`src/rtl/fpu_dispatch_if.sv`:
```
// Producer-to-queue and queue-to-fpu handshake bundle for fpu_dispatch.
// master drives requests and fpu accepts; slave is the dispatch queue itself.
interface fpu_dispatch_if #(
   parameter int bitness = 32
);
   logic               req_rdy;
   logic               req_ack;
   logic [bitness-1:0] req_a;
   logic [bitness-1:0] req_b;
   logic [3:0]         req_command;
   logic               fpu_input_rdy;
   logic               fpu_input_ack;
   logic [bitness-1:0] fpu_data_a;
   logic [bitness-1:0] fpu_data_b;
   logic [3:0]         fpu_command;

   modport master (
      output req_rdy, req_a, req_b, req_command, fpu_input_ack,
      input  req_ack, fpu_input_rdy, fpu_data_a, fpu_data_b, fpu_command
   );

   modport slave (
      input  req_rdy, req_a, req_b, req_command, fpu_input_ack,
      output req_ack, fpu_input_rdy, fpu_data_a, fpu_data_b, fpu_command
   );
endinterface

```
`src/rtl/fpu_dispatch.sv`:
```
// Operation queue in front of an fpu: 1-cycle push-to-head latency, strict FIFO order.
// req_ack drops while full; invalid opcodes are accepted, dropped and flagged in sticky cmd_err.
module fpu_dispatch #(
   parameter int bitness = 32,
   parameter int depth   = 4
) (
   input  logic                   clock,
   input  logic                   reset,
   fpu_dispatch_if.slave          bus,
   output logic [$clog2(depth):0] count,
   output logic                   cmd_err,
   input  logic                   err_clear
);
   localparam int ptr_w = $clog2(depth);
   localparam logic [ptr_w:0] full_count = (ptr_w + 1)'(depth);

   typedef struct packed {
      logic [3:0]         command;
      logic [bitness-1:0] b;
      logic [bitness-1:0] a;
   } entry_t;

   entry_t           mem [depth];
   entry_t           head;
   logic [ptr_w-1:0] wr_ptr;
   logic [ptr_w-1:0] rd_ptr;
   logic             op_valid;
   logic             push;
   logic             store;
   logic             pop;

   // add/sub/mul/div occupy opcodes 0..3, so the upper two bits must be clear
   assign op_valid = (bus.req_command[3:2] == 2'b00);
   assign push     = bus.req_rdy & bus.req_ack;
   assign store    = push & op_valid;
   assign pop      = bus.fpu_input_rdy & bus.fpu_input_ack;

   assign bus.req_ack       = reset & (count < full_count);
   assign bus.fpu_input_rdy = (count != '0);

   // Empty queue shows zeros so stale entries never leak after reset or drain
   assign head           = bus.fpu_input_rdy ? mem[rd_ptr] : '0;
   assign bus.fpu_data_a = head.a;
   assign bus.fpu_data_b = head.b;
   assign bus.fpu_command = head.command;

   always_ff @(posedge clock) begin
      if (store) begin
         mem[wr_ptr] <= '{command: bus.req_command, b: bus.req_b, a: bus.req_a};
      end
   end

   always_ff @(posedge clock) begin
      if (!reset) begin
         wr_ptr  <= '0;
         rd_ptr  <= '0;
         count   <= '0;
         cmd_err <= 1'b0;
      end else begin
         if (store) begin
            wr_ptr <= wr_ptr + 1'b1;
         end
         if (pop) begin
            rd_ptr <= rd_ptr + 1'b1;
         end
         case ({store, pop})
            2'b10:   count <= count + 1'b1;
            2'b01:   count <= count - 1'b1;
            default: count <= count;
         endcase
         if (push && !op_valid) begin
            cmd_err <= 1'b1;
         end else if (err_clear) begin
            cmd_err <= 1'b0;
         end
      end
   end
endmodule
```
`src/flat_wrapper.sv`:
```
// flat-port wrapper written by rule: the top's interface ports become plain ports
module fpu_dispatch_flat 
#(
   parameter int bitness = 32,
   parameter int depth   = 4
)
  (clock, reset, count, cmd_err, err_clear, bus_req_rdy, bus_req_a, bus_req_b, bus_req_command, bus_fpu_input_ack, bus_req_ack, bus_fpu_input_rdy, bus_fpu_data_a, bus_fpu_data_b, bus_fpu_command);
  fpu_dispatch_if #(.bitness(bitness)) bus_i ();
  input  logic clock;
  input  logic reset;
  output logic [$clog2(depth):0] count;
  output logic cmd_err;
  input  logic err_clear;
  input wire logic [$bits(bus_i.req_rdy)-1:0] bus_req_rdy;
  input wire logic [$bits(bus_i.req_a)-1:0] bus_req_a;
  input wire logic [$bits(bus_i.req_b)-1:0] bus_req_b;
  input wire logic [$bits(bus_i.req_command)-1:0] bus_req_command;
  input wire logic [$bits(bus_i.fpu_input_ack)-1:0] bus_fpu_input_ack;
  output wire logic [$bits(bus_i.req_ack)-1:0] bus_req_ack;
  output wire logic [$bits(bus_i.fpu_input_rdy)-1:0] bus_fpu_input_rdy;
  output wire logic [$bits(bus_i.fpu_data_a)-1:0] bus_fpu_data_a;
  output wire logic [$bits(bus_i.fpu_data_b)-1:0] bus_fpu_data_b;
  output wire logic [$bits(bus_i.fpu_command)-1:0] bus_fpu_command;
  assign bus_i.req_rdy = bus_req_rdy;
  assign bus_i.req_a = bus_req_a;
  assign bus_i.req_b = bus_req_b;
  assign bus_i.req_command = bus_req_command;
  assign bus_i.fpu_input_ack = bus_fpu_input_ack;
  assign bus_req_ack = bus_i.req_ack;
  assign bus_fpu_input_rdy = bus_i.fpu_input_rdy;
  assign bus_fpu_data_a = bus_i.fpu_data_a;
  assign bus_fpu_data_b = bus_i.fpu_data_b;
  assign bus_fpu_command = bus_i.fpu_command;
  fpu_dispatch #(.bitness(bitness), .depth(depth)) u_core (.clock(clock), .reset(reset), .bus(bus_i), .count(count), .cmd_err(cmd_err), .err_clear(err_clear));
endmodule
```
`config.mk`:
```
export PLATFORM = sky130hd
export DESIGN_NAME = fpu_dispatch_flat
export DESIGN_NICKNAME = d
export VERILOG_FILES = /design/src/rtl/fpu_dispatch_if.sv /design/src/rtl/fpu_dispatch.sv /design/src/flat_wrapper.sv
export SDC_FILE = /design/constraint.sdc
export NUM_CORES = 1
export LEC_CHECK = 0
export BUFFER_PORTS_ARGS = -buffer_cell sky130_fd_sc_hd__buf_2
export CAP_MARGIN = 20
export CORE_ASPECT_RATIO = 1.4
export CORE_MARGIN = 4
export CORE_UTILIZATION = 35
export DETAILED_ROUTE_END_ITERATION = 10
export PLACE_DENSITY = 0.59
export SLEW_MARGIN = 5
export SYNTH_ARGS = -nofsm -noshare
export SYNTH_HDL_FRONTEND = slang
export SYNTH_SLANG_ARGS = --single-unit
```
`constraint.sdc`:
```
create_clock -name clock -period 4.05 [get_ports clock]
set_input_delay 0.81 -clock clock [delete_from_list [all_inputs] [get_ports clock]]
set_output_delay 0.81 -clock clock [all_outputs]
set_load 0.02 [all_outputs]
```
; ---- Yosys cells after proc, flatten, opt, wreduce, memory -nomap -nowiden
; Memories as Yosys holds them, arrays and structs flattened. A register that Yosys moved wholly into a read port is not among the register bits.
; Index checks and enable logic that the tools add are counted.
[classes]
addsub = 4
mul = 0
div = 0
magnitude_cmp = 1
eq_ne = 2
shifts = 0
mux = 8
bitwise_logic = 4
n_reduce_logical = 6
[ops]
columns = op, n
row1 = $mux W68, 1
row2 = $pmux W3 S2, 1
row3 = $add A2 B1 Y2 const B, 2
row4 = $and A1 B1 Y1, 4
row5 = $mux W1, 4
row6 = $mux W2, 2
row7 = $reduce_bool A2 Y1, 2
row8 = $add A3 B1 Y3 const B, 1
row9 = $lt A3 B3 Y1 const B, 1
row10 = $reduce_bool A3 Y1, 1
row11 = $sub A3 B1 Y3 const B, 1
row12 = $eq A2 B1 Y1 const B, 1
row13 = $eq A2 B2 Y1 const B, 1
row14 = $logic_not A2 Y1, 1
row15 = $logic_and A1 B1 Y1, 1
row16 = $logic_not A1 Y1, 1
[totals]
regBits = 8
latch_bits = 0
ramBits = 272
mem_bits_ro = 0
out_inout_bits = 74
wordCells = 30
mem_count = 1
[mem_list]
columns = name, words, word_bits, rd, rd_ports_with_merged_regs, write_ports, line_no
row1 = u_core.mem, 4, 68, 1, 1, 1, fpu_dispatch.sv:23  ; entry_t mem [depth];

; ---- Depth between registers and ports, before layout
[logic_depth]
word_depth = 6
depth_mapped = 9
ltp_nobuf = 8

; ---- Least setup slack after synthesis
; OpenSTA, ideal clock, no wires.
[synth_path]
path_type = input port to flip-flop
from = in bus_req_command[3]
to = mem u_core.mem[2][0] in the netlist's numbering (enable)
setup_ps = 434
t_arrival_ps = 2902
required_ps = 3616
setup_slack_ps = 715
cell_stages = 2
n_path_buf = 0
path_cell_list = nor4b_4 -> and3_1
[synth_via]
elab_chain_cells = 4
[synth_lines]
columns = element, line_no
row1 = from (decl), flat_wrapper.sv:17  ; input wire logic [$bits(bus_i.req_command)-1:0] bus_req_command;
row2 = $logic_not A2 Y1, fpu_dispatch.sv:33  ; assign op_valid = (bus.req_command[3:2] == 2'b00);
row3 = $and A1 B1 Y1, fpu_dispatch.sv:35  ; assign store = push & op_valid;
row4 = $mux W1, fpu_dispatch.sv:48  ; if (store) begin
row5 = $mux W1 (implied by the code), fpu_dispatch.sv:49  ; mem[wr_ptr] <= '{command: bus.req_command, b: bus.req_b, a: bus.req_a};
row6 = to (decl), fpu_dispatch.sv:23
; No other way between the ends.

; ---- Worst setup path in the final report
[layout_path]
from = reg u_core.count[2]
to = out bus_fpu_data_a[18]
[layout_via]
elab_chain_cells = 2
[layout_lines]
columns = element, line_no
row1 = from (decl), fpu_dispatch.sv:10  ; output logic [$clog2(depth):0] count,
row2 = from (signal assigned), fpu_dispatch.sv:67  ; 2'b10: count <= count + 1'b1;
row3 = from (signal assigned), fpu_dispatch.sv:68  ; 2'b01: count <= count - 1'b1;
row4 = from (signal assigned), fpu_dispatch.sv:69  ; default: count <= count;
row5 = $reduce_bool A3 Y1, fpu_dispatch.sv:39  ; assign bus.fpu_input_rdy = (count != '0);
row6 = $mux W68, fpu_dispatch.sv:42  ; assign head = bus.fpu_input_rdy ? mem[rd_ptr] : '0;
row7 = to (decl), flat_wrapper.sv:21  ; output wire logic [$bits(bus_i.fpu_data_a)-1:0] bus_fpu_data_a;
; No other way between the ends.

==> impl_metrics.toml <==
[worst_setup_path]
path_delay_family = "simple AND/OR/NAND/NOR gates"
required_ns = 3.24
cpMaxStageDelayCell = "or3_2"
timing.critical_path.buf_inv = 2
path_class = "register to primary output"
cp_data_arrival_time_ns = 2.54
r2r_slack_ns = 1.23
cp_max_fo = 40
path_cells = "or3_2 -> buf_4 -> and2_1 -> buf_2"
end_kind = "primary output"
start_kind = "register"
critPathMaxStageDelay_ns = 0.65

[logic_synthesis]
ys_types = 24
ys_top_cells_by_count = "272 x edfxtp_1, 73 x and2_1, 68 x mux4_2"
syn_nets = 566
ys_seq_area_frac = 0.774
synth_top_area_frac = 0.755
netlist_area_sq_um = 10800
synth_flop_cell = "edfxtp_1"
ys_async_sr_fraction = 0
yosysTopAreaCell = "edfxtp_1"
yosysMostFrequentCell = "edfxtp_1"
yosys_register_bits = 282
yosysWarnings = 0
synth_area_per_cell_sq_um = 22.2
synth_area_leaders = "edfxtp_1 76%, mux4_2 14%, and2_1 4.2%"
synth_edf_count = 272
syn_inst = 487

[power]
cellPowerDensity_nw_per_um2 = 490
pwr-share-comb = 0.092
switching_power_mw = 1.41
vdd_drop_max_mv = 0.368
clock_power_share = 0.397
p_seq_frac = 0.511
intPower_mw = 4.95
p_leak_nw = 4.39
p_sw_frac = 0.222

[floorplanning]
dieArea_sq_um = 33800
coreArea_sq_um = 30200
die_w_um = 157
start_util = 0.358
die_y_um = 216
fp-row-count = 75
io_pins = 147

[place]
io_buffers = 146
place_congestion = 0.678
post-place-ws_ns = 1.09
dp_hpwl_mm = 13.3

[route]
ant_nets = 0
drt_iter0_markers = 228
routed_wl_mm = 21.8
drt-pass1-iter-count = 4
via_per_inst = 4.90
drc = 0
num_vias = 5170
wire_per_inst_um = 20.6

[timing]
max_freq_ghz = 0.298
setup_ws_ns = 0.698
final_hold_viol_count = 0
finalCritPeriodShare = 0.828
slew_viol_final = 0
fin_crit_ns = 3.35
tightest_slew_ns = 0.710
rsz0062_at_grt = "no"
setup_tns_ns = 0
fin_skew_ns = 0.00954
setup_viol = 0
slew_headroom = 0.527

[cts]
post_cts_buffers = 0
cts_sinks = 282
clock_latency_ns = 0.52
cts_buffer_depth = 3
ctsResizeCount = 0
clkSlewWorstSetupHoldPaths_ns = 0.07
cts_tree = "done"
root_buffer = "clkbuf_16"
postCtsHoldBufs = 0
htree_levels = 1
cts_made_buffers = 27

[job]
drv_cap = 0

[global_routing]
grt_usage = 0.129
grt_max_degree = 69
grt_overflow = 0
grt_pass1_wl_mm = 33.6
antenna_found_initial = 0
first_global_vias = 5702

[outcome]
status = "complete, no violations"

[min_path]
hold_class = "register to register"

[final_layout]
fin_nets = 729
drive_gt1_frac = 0.415
area_growth_pct = 19.8
## worst reg2reg max path, cell delays in order, from the launching register on
cell and delay, ns:
dfxtp_1 0.48, or3_2 0.65, and2_1 0.27, ha_1 0.20, inv_1 0.07, fa_1 0.38
xor2_1 0.16, or3_1 0.33, a21boi_0 0.19
## per-layer routing
metal  part of all wire  global-route usage  up-vias
li1                   -                   -     2297
met1               0.38               0.155     2706
met2               0.54               0.234      133
met3              0.055              0.0269       34
met4              0.017              0.0287        0
met5                  0                   0        -
## placed cells by master, fill, tap and decap left out, types with 6 or more instances in the layout
cell type and instances:
edfxtp_1 272, buf_2 146, and2_1 73, mux4_2 68, clkbuf_16 27, buf_4 8, dfxtp_1 8, clkinv_2 6
## power by group through the flow
stage	clock network [mW]	registers (mW)	logic (mW)
6_report	2.52	3.25	0.585
5_1_grt	2.73	3.26	0.639
4_1_cts	2.60	3.26	0.600
3_5_place_dp	0	3.32	0.598
3_3_place_gp	0	3.32	0.589
2_1_floorplan	0	3.30	0.399
## worst paths after layout
kind                             end  cells after the start       startpoint
setup / recovery  bus_fpu_data_a[18]                      4  u_core.count[2]
setup reg to reg     u_core.count[2]                      8  u_core.count[2]
hold / removal        u_core.cmd_err                      2   u_core.cmd_err
hold reg to reg       u_core.cmd_err                      2   u_core.cmd_err
## cell type report
type | count | area [sq um]
antenna | 1 | 2.50
timing repair buffer | 159 | 898
multi-input combinational | 175 | 2290
clock inverter | 21 | 215
tap | 385 | 482
inverter | 5 | 18.8
sequential | 282 | 8380
fill | 2654 | 17300
clock buffer | 28 | 679
## state kept, by name, summed over array words and instances, names as in the netlist, named ones only
register,flops
u_core.cmd_err,1
u_core.count,3
u_core.mem,272
u_core.wr_ptr,2
u_core.rd_ptr,2
## through the flow
stage	instance area [sq um]	power [mW]	hold WS (ns)	cells	util
floorplan	10800	3.70	0.457	487	-
global placement	12000	3.90	0.464	1005	0.398
detailed placement	12000	3.92	0.490	1005	0.398
CTS	12900	6.46	0.469	1054	0.428
global route	13000	6.62	0.473	1055	0.429
finish	13000	6.36	0.492	1056	0.429
## kinds of logic after synthesis
kind of cell / after synthesis / share of synthesized area
AO/OA/AOI/OAI: 8 / 0.00451
XOR/XNOR: 4 / 0.00324
adder cells (fa/ha/maj): 6 / 0.00763
buffers and inverters: 30 / 0.0164
flip-flops: 282 / 0.774
multiplexers: 69 / 0.143
AND/OR/NAND/NOR: 88 / 0.0521
Power figures use the tool's default switching activity.
